===== src/rtl/seq_alu_pkg.sv =====
// Shared types for the sequential ALU: opcode and FSM state encodings
// plus the bit positions inside the 4-bit flags word.
package seq_alu_pkg;

  typedef enum logic [2:0] {
    OP_SUB = 3'b000,
    OP_ADD = 3'b001,
    OP_OR  = 3'b010,
    OP_AND = 3'b011,
    OP_XOR = 3'b100,
    OP_SHL = 3'b101,
    OP_MUL = 3'b110,
    OP_ILL = 3'b111
  } opcode_t;

  typedef enum logic [1:0] {
    IDLE = 2'd0,
    BUSY = 2'd1,
    DONE = 2'd2
  } state_t;

  // flags = {carry, overflow, zero, negative}
  localparam int FLAG_C = 3;
  localparam int FLAG_V = 2;
  localparam int FLAG_Z = 1;
  localparam int FLAG_N = 0;

endpackage


===== src/rtl/seq_alu_if.sv =====
// Request/response bundle between a client and the sequential ALU.
// slave = ALU side, master = client side.
interface seq_alu_if #(
  parameter int WIDTH = 8
);
  logic             in_valid;
  logic             in_ready;
  logic [WIDTH-1:0] a;
  logic [WIDTH-1:0] b;
  logic [2:0]       opcode;
  logic             out_valid;
  logic             out_ready;
  logic [WIDTH-1:0] result;
  logic [WIDTH-1:0] result_hi;
  logic [3:0]       flags;
  logic             err;

  modport slave (
    input  in_valid, a, b, opcode, out_ready,
    output in_ready, out_valid, result, result_hi, flags, err
  );

  modport master (
    output in_valid, a, b, opcode, out_ready,
    input  in_ready, out_valid, result, result_hi, flags, err
  );
endinterface


===== src/rtl/seq_alu_mul.sv =====
// Iterative unsigned shift-add multiplier, one multiplier bit per cycle.
// Only instantiated when SEQ_ALU_MUL_EN is defined.
module seq_alu_mul #(
  parameter int WIDTH  = 8,
  parameter int CYCLES = WIDTH
) (
  input  logic               clk,
  input  logic               rst,
  input  logic               start,
  input  logic [WIDTH-1:0]   a,
  input  logic [WIDTH-1:0]   b,
  output logic               done,
  output logic [2*WIDTH-1:0] product
);
  localparam int CW = $clog2(CYCLES + 1);

  logic [2*WIDTH-1:0] acc_reg;
  logic [2*WIDTH-1:0] mcand_reg;
  logic [WIDTH-1:0]   mplier_reg;
  logic [CW-1:0]      count_reg;
  logic               running_reg;

  // done is a single-cycle pulse once every multiplier bit has been consumed
  assign done    = running_reg && (count_reg == '0);
  assign product = acc_reg;

  always_ff @(posedge clk) begin
    if (rst) begin
      acc_reg     <= '0;
      mcand_reg   <= '0;
      mplier_reg  <= '0;
      count_reg   <= '0;
      running_reg <= 1'b0;
    end else if (start) begin
      acc_reg     <= '0;
      mcand_reg   <= {{WIDTH{1'b0}}, a};
      mplier_reg  <= b;
      count_reg   <= CW'(CYCLES);
      running_reg <= 1'b1;
    end else if (running_reg) begin
      if (count_reg != '0) begin
        if (mplier_reg[0]) begin
          acc_reg <= acc_reg + mcand_reg;
        end
        mcand_reg  <= mcand_reg << 1;
        mplier_reg <= mplier_reg >> 1;
        count_reg  <= count_reg - CW'(1);
      end else begin
        running_reg <= 1'b0;
      end
    end
  end

endmodule


===== src/rtl/seq_alu.sv =====
// Sequential ALU with valid/ready handshakes; single-cycle logic/arith ops and
// an optional iterative multiplier enabled by the SEQ_ALU_MUL_EN macro.
module seq_alu
  import seq_alu_pkg::*;
#(
  parameter int WIDTH      = 8,
  parameter int MUL_CYCLES = WIDTH
) (
  input logic     clk,
  input logic     rst,
  seq_alu_if.slave bus
);
  localparam int MSB = WIDTH - 1;
  localparam int SHW = $clog2(WIDTH);

  if (WIDTH < 4 || WIDTH > 32 || MUL_CYCLES != WIDTH) begin : g_bad_param
    $error("seq_alu: unsupported WIDTH / MUL_CYCLES combination");
  end

  state_t             state_reg, state_next;
  opcode_t            op;
  logic               accept;
  logic               is_mul;
  logic               mul_done;
  logic [2*WIDTH-1:0] mul_product;

  logic [WIDTH:0]     sum, diff;
  logic [2*WIDTH-1:0] shl_wide;
  logic [WIDTH-1:0]   alu_res;
  logic               alu_c, alu_v, alu_err;
  logic [3:0]         alu_flags, mul_flags;

  logic [WIDTH-1:0]   result_reg, result_hi_reg;
  logic [3:0]         flags_reg;
  logic               err_reg;

  assign op     = opcode_t'(bus.opcode);
  assign accept = bus.in_valid && bus.in_ready;

`ifdef SEQ_ALU_MUL_EN
  assign is_mul = (op == OP_MUL);

  seq_alu_mul #(.WIDTH(WIDTH), .CYCLES(MUL_CYCLES)) u_mul (
    .clk     (clk),
    .rst     (rst),
    .start   (accept && is_mul),
    .a       (bus.a),
    .b       (bus.b),
    .done    (mul_done),
    .product (mul_product)
  );
`else
  assign is_mul      = 1'b0;
  assign mul_done    = 1'b0;
  assign mul_product = '0;
`endif

  assign bus.in_ready  = !rst && ((state_reg == IDLE) || (state_reg == DONE && bus.out_ready));
  assign bus.out_valid = (state_reg == DONE);
  assign bus.result    = result_reg;
  assign bus.result_hi = result_hi_reg;
  assign bus.flags     = flags_reg;
  assign bus.err       = err_reg;

  assign sum      = {1'b0, bus.a} + {1'b0, bus.b};
  assign diff     = {1'b0, bus.a} + {1'b0, ~bus.b} + (WIDTH+1)'(1);
  // the bit just above the kept word is the last one shifted out (0 for shift 0)
  assign shl_wide = {{WIDTH{1'b0}}, bus.a} << bus.b[SHW-1:0];

  always_comb begin
    alu_res = '0;
    alu_c   = 1'b0;
    alu_v   = 1'b0;
    alu_err = 1'b0;
    case (op)
      OP_SUB: begin
        alu_res = diff[MSB:0];
        alu_c   = diff[WIDTH];
        alu_v   = (bus.a[MSB] != bus.b[MSB]) && (diff[MSB] != bus.a[MSB]);
      end
      OP_ADD: begin
        alu_res = sum[MSB:0];
        alu_c   = sum[WIDTH];
        alu_v   = (bus.a[MSB] == bus.b[MSB]) && (sum[MSB] != bus.a[MSB]);
      end
      OP_OR:   alu_res = bus.a | bus.b;
      OP_AND:  alu_res = bus.a & bus.b;
      OP_XOR:  alu_res = bus.a ^ bus.b;
      OP_SHL: begin
        alu_res = shl_wide[MSB:0];
        alu_c   = shl_wide[WIDTH];
      end
      default: alu_err = 1'b1;
    endcase
  end

  always_comb begin
    alu_flags         = '0;
    alu_flags[FLAG_C] = alu_c;
    alu_flags[FLAG_V] = alu_v;
    alu_flags[FLAG_Z] = (alu_res == '0);
    alu_flags[FLAG_N] = alu_res[MSB];
    mul_flags         = '0;
    mul_flags[FLAG_Z] = (mul_product == '0);
    mul_flags[FLAG_N] = mul_product[MSB];
  end

  always_comb begin
    state_next = state_reg;
    case (state_reg)
      IDLE: if (accept) state_next = is_mul ? BUSY : DONE;
`ifdef SEQ_ALU_MUL_EN
      BUSY: if (mul_done) state_next = DONE;
`endif
      DONE: begin
        if (accept)             state_next = is_mul ? BUSY : DONE;
        else if (bus.out_ready) state_next = IDLE;
      end
      default: state_next = IDLE;
    endcase
  end

  // result registers change only on a new capture, so they hold under back-pressure
  always_ff @(posedge clk) begin
    if (rst) begin
      state_reg     <= IDLE;
      result_reg    <= '0;
      result_hi_reg <= '0;
      flags_reg     <= '0;
      err_reg       <= 1'b0;
    end else begin
      state_reg <= state_next;
      if (accept && !is_mul) begin
        result_reg    <= alu_res;
        result_hi_reg <= '0;
        flags_reg     <= alu_flags;
        err_reg       <= alu_err;
      end else if (state_reg == BUSY && mul_done) begin
        result_reg    <= mul_product[MSB:0];
        result_hi_reg <= mul_product[2*WIDTH-1:WIDTH];
        flags_reg     <= mul_flags;
        err_reg       <= 1'b0;
      end
    end
  end

endmodule

===== src/flat_wrapper.sv =====
// flat-port wrapper written by rule: the top's interface ports become plain ports
module seq_alu_flat import seq_alu_pkg::*;
#(
  parameter int WIDTH      = 8,
  parameter int MUL_CYCLES = WIDTH
)
  (clk, rst, bus_in_valid, bus_a, bus_b, bus_opcode, bus_out_ready, bus_in_ready, bus_out_valid, bus_result, bus_result_hi, bus_flags, bus_err);
  seq_alu_if #(.WIDTH(WIDTH)) bus_i ();
  input logic clk;
  input logic rst;
  input wire logic [$bits(bus_i.in_valid)-1:0] bus_in_valid;
  input wire logic [$bits(bus_i.a)-1:0] bus_a;
  input wire logic [$bits(bus_i.b)-1:0] bus_b;
  input wire logic [$bits(bus_i.opcode)-1:0] bus_opcode;
  input wire logic [$bits(bus_i.out_ready)-1:0] bus_out_ready;
  output wire logic [$bits(bus_i.in_ready)-1:0] bus_in_ready;
  output wire logic [$bits(bus_i.out_valid)-1:0] bus_out_valid;
  output wire logic [$bits(bus_i.result)-1:0] bus_result;
  output wire logic [$bits(bus_i.result_hi)-1:0] bus_result_hi;
  output wire logic [$bits(bus_i.flags)-1:0] bus_flags;
  output wire logic [$bits(bus_i.err)-1:0] bus_err;
  assign bus_i.in_valid = bus_in_valid;
  assign bus_i.a = bus_a;
  assign bus_i.b = bus_b;
  assign bus_i.opcode = bus_opcode;
  assign bus_i.out_ready = bus_out_ready;
  assign bus_in_ready = bus_i.in_ready;
  assign bus_out_valid = bus_i.out_valid;
  assign bus_result = bus_i.result;
  assign bus_result_hi = bus_i.result_hi;
  assign bus_flags = bus_i.flags;
  assign bus_err = bus_i.err;
  seq_alu #(.WIDTH(WIDTH), .MUL_CYCLES(MUL_CYCLES)) u_core (.clk(clk), .rst(rst), .bus(bus_i));
endmodule

===== config.mk =====
export PLATFORM = sky130hd
export DESIGN_NAME = seq_alu_flat
export DESIGN_NICKNAME = d
export VERILOG_FILES = /design/src/rtl/seq_alu_pkg.sv /design/src/rtl/seq_alu_if.sv /design/src/rtl/seq_alu_mul.sv /design/src/rtl/seq_alu.sv /design/src/flat_wrapper.sv
export SDC_FILE = /design/constraint.sdc
export NUM_CORES = 1
export LEC_CHECK = 0
export BUFFER_PORTS_ARGS = -buffer_cell sky130_fd_sc_hd__buf_2
export CAP_MARGIN = 20
export CORE_MARGIN = 4
export CORE_UTILIZATION = 44
export DETAILED_ROUTE_END_ITERATION = 10
export GPL_ROUTABILITY_DRIVEN = 0
export PLACE_DENSITY = 0.67
export REMOVE_ABC_BUFFERS = 1
export SYNTH_ARGS = -nofsm -noshare
export SYNTH_HDL_FRONTEND = slang
export SYNTH_SLANG_ARGS = --single-unit

===== constraint.sdc =====
create_clock -name clk -period 3.25 [get_ports clk]
set_clock_uncertainty 0.1 [all_clocks]
set_input_delay 0.65 -clock clk [delete_from_list [all_inputs] [get_ports clk]]
set_output_delay 0.65 -clock clk [all_outputs]
set_load 0.01 [all_outputs]

==> impl_metrics.env, run 1 <==
export IMPL_fin_util=0.5117
export IMPL_ant_nets=0
export IMPL_cp_end_kind="flip-flop"
export IMPL_path_max_fanout=3
export IMPL_cts_root_buf="clkbuf_8"
export IMPL_cts_sinks=13
export IMPL_period_share=0.8792
export IMPL_synthAdderAreaFrac=0.1753
export IMPL_largest_register_ffs=7
export IMPL_die_area_um2=5721
export IMPL_rsz0062_at_grt="no"
export IMPL_cts_resized=0
export IMPL_yosysUniqueCellTypes=58
export IMPL_drv_slew=0
export IMPL_drive_gt1_frac=0.1873
export IMPL_synth_top_cell_area_share=0.1554
export IMPL_synth_xor_area_frac=0.01305
export IMPL_grt_pass1_vias=1775
export IMPL_core_um2=4384
export IMPL_grt_pass1_wl_um=8383
export IMPL_finalHoldViolCount=0
export IMPL_p_per_area_nw_per_um2=270.3
export IMPL_synth_edff_count=0
export IMPL_syn_inst=267
export IMPL_final_cell_mix="buf_2 (37), ha_1 (25), inv_1 (23)"
export IMPL_io_buffers=37
export IMPL_post_drt_wl_per_cell_um=15.16
export IMPL_yosys_warnings=0
export IMPL_p_leak_uw=0.001069
export IMPL_synth_ff_type="dfxtp_1"
export IMPL_area_delta_synth_final_pct=11.44
export IMPL_synthSimpleGateAreaFrac=0.2318
export IMPL_clk_path_buf_depth=2
export IMPL_dp_slack_ns=0.1580
export IMPL_worstSetupPathType="in2reg"
export IMPL_initial_utilization=0.4592
export IMPL_synth_area_leaders="ha_1 (16%), dfxtp_1 (13%), o21ai_0 (5.0%), inv_1 (4.3%), buf_4 (4.1%)"
export IMPL_drc=0
export IMPL_fillers=438
export IMPL_rows=24
export IMPL_overflow=0
export IMPL_synth_top_area_cell="ha_1"
export IMPL_drv_cap=0
export IMPL_post_cts_buffers=0
export IMPL_period_minus_slack_ns=2.857
export IMPL_synth_top_family_by_area="compound AO/OA/AOI/OAI gates"
export IMPL_routed_wl_um=5322
export IMPL_synth_area_um2=2013
export IMPL_ir_drop_mv=0.08661
export IMPL_firstDrtPassIters=5
export IMPL_slew_headroom=0.6218
export IMPL_io_pin_count=46
export IMPL_grt_use_total=0.1884
export IMPL_synth_compound_area_frac=0.2623
export IMPL_path_clk_slew_ns=0.06
export IMPL_viasPerCell=5.860
export IMPL_hpwl_um=4311
export IMPL_vias=2057
export IMPL_syn_area_per_cell_um2=7.540
export IMPL_hp_class="reg2reg"
export IMPL_die_y_um=75.64
export IMPL_synthMuxAreaShare=0.07520
export IMPL_synthArstFlopShare=0
export IMPL_grt_max_degree=26
export IMPL_cts_buffers=3
export IMPL_setup_viol=0
export IMPL_die_width_um=75.64
export IMPL_fin_setup_tns_ns=0
export IMPL_fmax_mhz=350.0
export IMPL_crit_arrival_ns=2.90
export IMPL_htree_levels=1
export IMPL_start_kind="input pin"
export IMPL_drt_iter0_markers=108
export IMPL_seq_area_frac_synth=0.1293
export IMPL_ctsHoldBuffers=0
export IMPL_crit_required_ns=3.30
export IMPL_fin_nets=350
export IMPL_ys_ff_latch=13
export IMPL_setup_slack_ns=0.3926
export IMPL_cts_tree="built"
export IMPL_antenna_found_initial=0
export IMPL_clkLatencyLatePin_ns=0.25
export IMPL_status="finished, final reports clean"
export IMPL_diodes=0
export IMPL_final_common_cell="buf_2"
export IMPL_tightest_slew_ns=0.5642
per-layer routing:
metal,part of all wire,global-route usage,vias up
met5,0,0,-
met4,0.031,0.07961,0
met3,0.096,0.01583,19
met2,0.44,0.3011,108
met1,0.43,0.2600,925
li1,-,-,1005
power by group:
group	internal (uW)	leakage, uW	switching [uW]
Sequential	171	0.000107	5.28
Clock	84.8	0.0000255	59.9
Combinational	113	0.000937	172
Total	369	0.00107	237
worst max-delay path: stages:
cell and delay [ns]:
buf_2 0.12, ha_1 0.24, fa_1 0.45, a211o_1 0.34
nand3_1 0.12, nor3b_1 0.24, a211oi_1 0.12, and2_0 0.18
and4_1 0.19, a32o_2 0.25
final timing paths:
path | start | to | slack, ns | depth (start not counted)
worst max register to register | u_core.state_reg[1]$_SDFFE_PP0P_ | u_core.bus.flags[1]$_SDFFE_PP0P_ | 1.53 | 8
worst min register to register | u_core.bus.err$_SDFFE_PP0P_ | u_core.bus.err$_SDFFE_PP0P_ | 0.35 | 2
worst max-delay path | bus_b[0] | u_core.bus.flags[1]$_SDFFE_PP0P_ | 0.39 | 10
worst min-delay path | u_core.bus.err$_SDFFE_PP0P_ | u_core.bus.err$_SDFFE_PP0P_ | 0.35 | 2
cell usage after synthesis, drive strengths merged (5+ instances only):
cell type / count
a22oi: 5
mux2i: 5
nor2: 19
nor3: 7
clkbuf: 5
inv: 23
ha: 25
nor2b: 5
nand2: 22
nand3: 14
nor3b: 5
dfxtp: 13
a21oi: 16
o211ai: 6
o21ai: 21
buf: 17
metrics by stage:
step	total power [uW]	hold slack [ns]	std cells	instance area, um^2
2_1_floorplan	362.2	0.3700	252	1902
3_3_place_gp	461.9	0.3405	347	2197
3_5_place_dp	461.1	0.3427	347	2197
4_1_cts	607.1	0.3486	351	2243
5_1_grt	652.0	0.3910	351	2243
6_report	606.3	0.3455	351	2243
cell families after synthesis:
kind of cell,Yosys count
and+or+nand+nor,91
AOI/OAI and AO/OA,76
buffers and inverters,45
xor gates and xnor gates,3
other,1
DFF,13
adders and majority gates,27
muxes,11
final cells by class:
class,count,area [um^2],share of cell area
clock buffers,3,41.29,0.01840
repair buffers,43,230.2,0.1026
flip-flops and latches,13,260.3,0.1160
multi-input cells,216,1555,0.6933
inverters,23,86.33,0.03848
clock inverters,1,5.005,0.002231
well taps,52,65.06,0.02900
(Power assumes the default switching activity.)
==> run 2: changes to the inputs <==
- CORE_UTILIZATION: 44 -> 55
- CTS_CLUSTER_DIAMETER: not set -> 80
- PLACE_DENSITY: 0.67 -> 0.81
==> impl_metrics.env, run 2 (synthesis results as in run 1) <==
export IMPL_status="finished, final reports clean"
export IMPL_area_delta_synth_final_pct=10.25
export IMPL_path_max_fanout=5
export IMPL_worstSetupPathType="in2reg"
export IMPL_slowest_stage="fa_1"
export IMPL_fmax_mhz=352.4
export IMPL_final_cell_mix="buf_2 (37), ha_1 (25), inv_1 (23)"
export IMPL_tightest_slew_ns=0.5352
export IMPL_largest_register_ffs=7
export IMPL_crit_arrival_ns=2.93
export IMPL_setup_viol=0
export IMPL_drt_iter0_markers=147
export IMPL_final_common_cell="buf_2"
export IMPL_initial_utilization=0.5849
export IMPL_viasPerCell=6.029
export IMPL_ant_nets=0
export IMPL_firstDrtPassIters=5
export IMPL_rrSetupSlack_ns=1.47
export IMPL_fillers=317
export IMPL_cts_root_buf="clkbuf_8"
export IMPL_cpPeakStageDelay_ns=0.40
export IMPL_grt_pass1_wl_um=8217
export IMPL_drv_cap=0
export IMPL_fin_setup_tns_ns=0
export IMPL_period_share=0.8732
export IMPL_swShare=0.3869
export IMPL_power_frac_seq=0.293
export IMPL_cts_buffers=3
export IMPL_htree_levels=1
export IMPL_dp_cells=339
export IMPL_p_per_area_nw_per_um2=272.3
export IMPL_routed_wl_um=5252
export IMPL_cts_resized=0
export IMPL_ir_drop_mv=0.09420
export IMPL_grt_pass1_vias=1774
export IMPL_p_clk_frac=0.234
export IMPL_cpMostUsedCell="inv_1"
export IMPL_internal_power_uw=370.5
export IMPL_die_y_um=68.50
export IMPL_path_clk_slew_ns=0.05
export IMPL_drive_gt1_frac=0.1785
export IMPL_io_buffers=37
export IMPL_finalHoldViolCount=0
export IMPL_antenna_found_initial=0
export IMPL_fin_nets=348
export IMPL_drv_slew=0
export IMPL_crit_required_ns=3.34
export IMPL_clk_path_buf_depth=2
export IMPL_power_switching_uw=233.9
export IMPL_cts_tree="built"
export IMPL_die_area_um2=4692
export IMPL_drc=0
export IMPL_post_cts_buffers=0
export IMPL_grt_max_degree=26
export IMPL_hp_class="reg2reg"
export IMPL_cts_sinks=13
export IMPL_post_drt_wl_per_cell_um=15.31
export IMPL_whs_ns=0.3475
export IMPL_die_width_um=68.50
export IMPL_rsz0062_at_grt="no"
export IMPL_rows=21
export IMPL_core_um2=3442
export IMPL_p_leak_uw=0.001056
export IMPL_stdcell_count=343
export IMPL_io_pin_count=46
export IMPL_diodes=0
export IMPL_vias=2068
export IMPL_cp_end_kind="flip-flop"
export IMPL_ctsHoldBuffers=0
export IMPL_overflow=0
export IMPL_start_kind="input pin"
export IMPL_slew_headroom=0.6413
export IMPL_path_cells="buf_2 > inv_1 > ha_1 > inv_1 > fa_1 > nor3b_1 > nor3_1 > xor2_1 > a211oi_1 > and2_0 > and4_1 > a32o_2"
export IMPL_pwr_share_comb=0.472
export IMPL_period_minus_slack_ns=2.838
export IMPL_hpwl_um=4249
export IMPL_clkLatencyLatePin_ns=0.24
export IMPL_grt_use_total=0.2316
run 2: cell count changes in the layout (fill, tap and decap cells not counted), sizes merged:
cell / before / now
clkbuf: 3 / 4
buf: 43 / 41
clkinv: 1 / 0
run 2: power by group through the flow:
stage	clock [uW]	sequential (uW)	combinational [uW]
after global placement	0	180	274
after CTS	147	177	281
after global routing	151	179	315
after detailed placement	0	181	280
final	142	177	285
after floorplan	0	187	175
run 2: routing by layer:
| layer | wire [um] | track usage | share of wire |
|---|---|---|---|
| met5 | 0 | 0 | 0 |
| met4 | 123 | 0.1017 | 0.023 |
| met3 | 496 | 0.01459 | 0.094 |
| met2 | 2405 | 0.3766 | 0.46 |
| met1 | 2227 | 0.3136 | 0.42 |
run 2: critical path: cells and delay by family:
| kind | cells | cell delay (ns) |
|---|---|---|
| simple gates | 4 | 0.81 |
| fa+ha+maj | 2 | 0.55 |
| compound gates | 2 | 0.55 |
| buf+inv | 3 | 0.25 |
| xor+xnor | 1 | 0.11 |
run 2: area by class of cell:
cell class,instances,area (um^2),share of cell area
inverters,23,86.33,0.03890
flip-flops and latches,13,260.3,0.1172
repair buffers,41,215.2,0.09696
multi-input cells,216,1555,0.7007
well taps,46,57.56,0.02593
clock buffers,4,45.04,0.02029
run 2: path summary, 6_finish.rpt:
kind,startpoint,to,cells after the start
hold / removal,u_core.bus.err$_SDFFE_PP0P_,u_core.bus.err$_SDFFE_PP0P_,2
hold reg to reg,u_core.bus.err$_SDFFE_PP0P_,u_core.bus.err$_SDFFE_PP0P_,2
setup reg to reg,u_core.state_reg[1]$_SDFFE_PP0P_,u_core.bus.flags[1]$_SDFFE_PP0P_,8
setup / recovery,bus_a[0],u_core.bus.flags[1]$_SDFFE_PP0P_,12
run 2: metrics by stage:
step	power (uW)	util	setup WS [ns]	instance area, um^2
global route	645.0	0.6449	0.2604	2220
global placement	454.5	0.6318	0.2123	2175
finish	604.4	0.6449	0.4121	2220
floorplan	362.2	-	0.5656	1902
detailed placement	460.5	0.6318	0.1875	2175
CTS	604.9	0.6449	0.4398	2220
==> run 3: changes to the inputs <==
- ABC_AREA: not set -> 1
- CELL_PAD_IN_SITES_DETAIL_PLACEMENT: not set -> 1
- CELL_PAD_IN_SITES_GLOBAL_PLACEMENT: not set -> 2
- CORE_UTILIZATION: 55 -> 28
- PLACE_DENSITY: 0.81 -> not set
- PLACE_DENSITY_LB_ADDON: not set -> 0.1
==> impl_metrics.env, run 3 <==
export IMPL_status="finished, final reports clean"
export IMPL_rows=31
export IMPL_syn_inst=382
export IMPL_holdPathEnd="u_core.bus.err$_SDFFE_PP0P_"
export IMPL_area_delta_synth_final_pct=11.52
export IMPL_yosys_warnings=0
export IMPL_finalHoldViolCount=0
export IMPL_die_area_um2=9230
export IMPL_worstHoldStart="u_core.bus.err$_SDFFE_PP0P_"
export IMPL_slowest_stage="fa_1"
export IMPL_hpwl_um=7037
export IMPL_synthArstFlopShare=0
export IMPL_synthMuxAreaShare=0
export IMPL_clk_path_buf_depth=2
export IMPL_drv_cap=0
export IMPL_worstSetupPathType="in2reg"
export IMPL_synth_xor_area_frac=0.008065
export IMPL_drt_iter0_markers=61
export IMPL_swShare=0.4360
export IMPL_ctsHoldBuffers=0
export IMPL_synth_area_um2=2172
export IMPL_worst_r2r_startpoint="u_core.state_reg[1]$_SDFFE_PP0P_"
export IMPL_grt_max_degree=15
export IMPL_ant_nets=0
export IMPL_synth_compound_area_frac=0.08295
export IMPL_ys_ff_latch=13
export IMPL_placed_area_um2=2377
export IMPL_final_cell_mix="nand2_1 (116), nand3_1 (55), inv_1 (50)"
export IMPL_synthSimpleGateAreaFrac=0.4666
export IMPL_synth_area_leaders="nand2_1 (20%), ha_1 (14%), nand3_1 (13%), dfxtp_1 (12%), inv_1 (8.6%)"
export IMPL_cts_buffers=3
export IMPL_crit_required_ns=3.33
export IMPL_post_drt_wl_per_cell_um=15.95
export IMPL_power_frac_seq=0.280
export IMPL_synth_ff_type="dfxtp_1"
export IMPL_cpMostUsedCell="nor2_1"
export IMPL_seq_area_frac_synth=0.1198
export IMPL_io_buffers=37
export IMPL_period_minus_slack_ns=2.501
export IMPL_fin_util=0.3270
export IMPL_path_clk_slew_ns=0.06
export IMPL_drc=0
export IMPL_fin_setup_tns_ns=0
export IMPL_tightest_slew_ns=0.4979
export IMPL_cts_root_buf="clkbuf_8"
export IMPL_hp_class="reg2reg"
export IMPL_r2r_end="u_core.bus.flags[1]$_SDFFE_PP0P_"
export IMPL_vias=2459
export IMPL_drive_gt1_frac=0.1359
export IMPL_fin_area_um2=2422
export IMPL_firstDrtPassIters=4
export IMPL_p_leak_uw=0.001375
export IMPL_cts_resized=0
export IMPL_path_max_fanout=4
export IMPL_yosysMostFrequentCell="nand2_1"
export IMPL_clkLatencyLatePin_ns=0.24
export IMPL_setup_viol=0
export IMPL_die_y_um=96.08
export IMPL_core_um2=7408
export IMPL_die_width_um=96.08
export IMPL_yosysUniqueCellTypes=32
export IMPL_fin_total_pwr_uw=636.0
export IMPL_internal_power_uw=358.7
export IMPL_io_pin_count=46
export IMPL_cp_end_kind="flip-flop"
export IMPL_fmax_mhz=399.9
export IMPL_diodes=0
export IMPL_synth_edff_count=0
export IMPL_viasPerCell=4.812
export IMPL_grt_use_total=0.1818
export IMPL_synthAdderAreaFrac=0.1624
export IMPL_p_per_area_nw_per_um2=262.5
export IMPL_overflow=0
export IMPL_final_common_cell="nand2_1"
export IMPL_fin_nets=463
export IMPL_synth_top_area_cell="nand2_1"
export IMPL_synthTopCellsByCount="nand2_1 (116), nand3_1 (55), inv_1 (50)"
export IMPL_rrSetupSlack_ns=1.66
export IMPL_power_switching_uw=277.3
export IMPL_htree_levels=1
export IMPL_reg2reg_depth=11
export IMPL_cts_sinks=13
export IMPL_antenna_found_initial=0
export IMPL_post_cts_buffers=0
export IMPL_rsz0062_at_grt="no"
export IMPL_syn_area_per_cell_um2=5.686
export IMPL_synth_top_cell_area_share=0.2005
export IMPL_hold_depth=2
export IMPL_initial_utilization=0.2932
export IMPL_grt_pass1_wl_um=12900
export IMPL_pwr_share_comb=0.490
export IMPL_path_cells="buf_2 > inv_1 > ha_1 > inv_1 > fa_1 > inv_1 > nand2_1 > nand2_1 > nor2_1 > nor2_1 > nand3_1 > nor2_1 > nand2_1 > nor2_1 > nand3_1 > a21oi_1"
export IMPL_largest_register_ffs=7
export IMPL_start_kind="input pin"
export IMPL_p_clk_frac=0.230
export IMPL_drv_slew=0
export IMPL_cpPeakStageDelay_ns=0.44
export IMPL_ir_drop_mv=0.09314
export IMPL_crit_arrival_ns=2.58
export IMPL_grt_pass1_vias=2438
export IMPL_routed_wl_um=8152
export IMPL_synth_top_family_by_area="simple AND/OR/NAND/NOR gates"
export IMPL_slew_headroom=0.6652
export IMPL_cts_tree="built"
export IMPL_period_share=0.7695
## run 3: worst max path at each step
stage	slack [ns]	startpoint	endpoint
2_1_floorplan	1.02	bus_a[0]	u_core.bus.flags[1]$_SDFFE_PP0P_
6_report	0.75	bus_a[0]	u_core.bus.flags[1]$_SDFFE_PP0P_
3_5_place_dp	0.47	bus_b[0]	u_core.bus.flags[1]$_SDFFE_PP0P_
5_1_grt	0.45	bus_a[0]	u_core.bus.flags[1]$_SDFFE_PP0P_
3_3_place_gp	0.46	bus_a[0]	u_core.bus.flags[1]$_SDFFE_PP0P_
4_1_cts	0.71	bus_a[0]	u_core.bus.flags[1]$_SDFFE_PP0P_
## run 3: area by class of cell
cell class                      count  area [um^2]
Clock buffer                        4        45.04
Fill cell                        1048         4986
Inverter                           57        214.0
Multi-Input combinational cell    301         1594
Sequential cell                    13        260.3
Tap cell                           99        123.9
Timing Repair Buffer               37        185.2
## run 3: kinds of logic (layout without fill, tap and decap cells)
kind of cell               count (synthesis)  in the layout
and+or+nand+nor                          232            232
buffers and inverters                     75             98
AOI/OAI and AO/OA                         32             32
adders and majority gates                 27             27
DFF                                       13             13
xor gates and xnor gates                   2              2
other                                      1              8
## run 3: routing by layer
layer  share of wire  global-route usage  vias to the layer above
met2            0.46              0.3007                       50
met3           0.037             0.01798                        6
met1            0.49              0.2581                     1151
met5               0                   0                        -
li1                -                   -                     1252
met4           0.013             0.02844                        0
## run 3: critical path, delay by kind of cell
family                     cells  cell delay, ns
adders and majority gates      2            0.60
buffers and inverters          4            0.40
AOI/OAI and AO/OA              1            0.11
and+or+nand+nor                9            0.80
## run 3: through the flow
step / setup slack (ns) / hold WS (ns) / cells
final: 0.7491 / 0.3649 / 511
after global routing: 0.4516 / 0.3964 / 511
after CTS: 0.7147 / 0.3674 / 511
after detailed placement: 0.4701 / 0.3583 / 507
after global placement: 0.4588 / 0.3517 / 507
after floorplan: 1.016 / 0.3839 / 371
## run 3: power by group through the flow
stage / clock [uW] / sequential [uW] / combinational [uW]
after CTS: 151 / 178 / 315
after floorplan: 0 / 188 / 192
after global routing: 158 / 179 / 356
after global placement: 0 / 181 / 315
after detailed placement: 0 / 181 / 314
final: 146 / 178 / 312
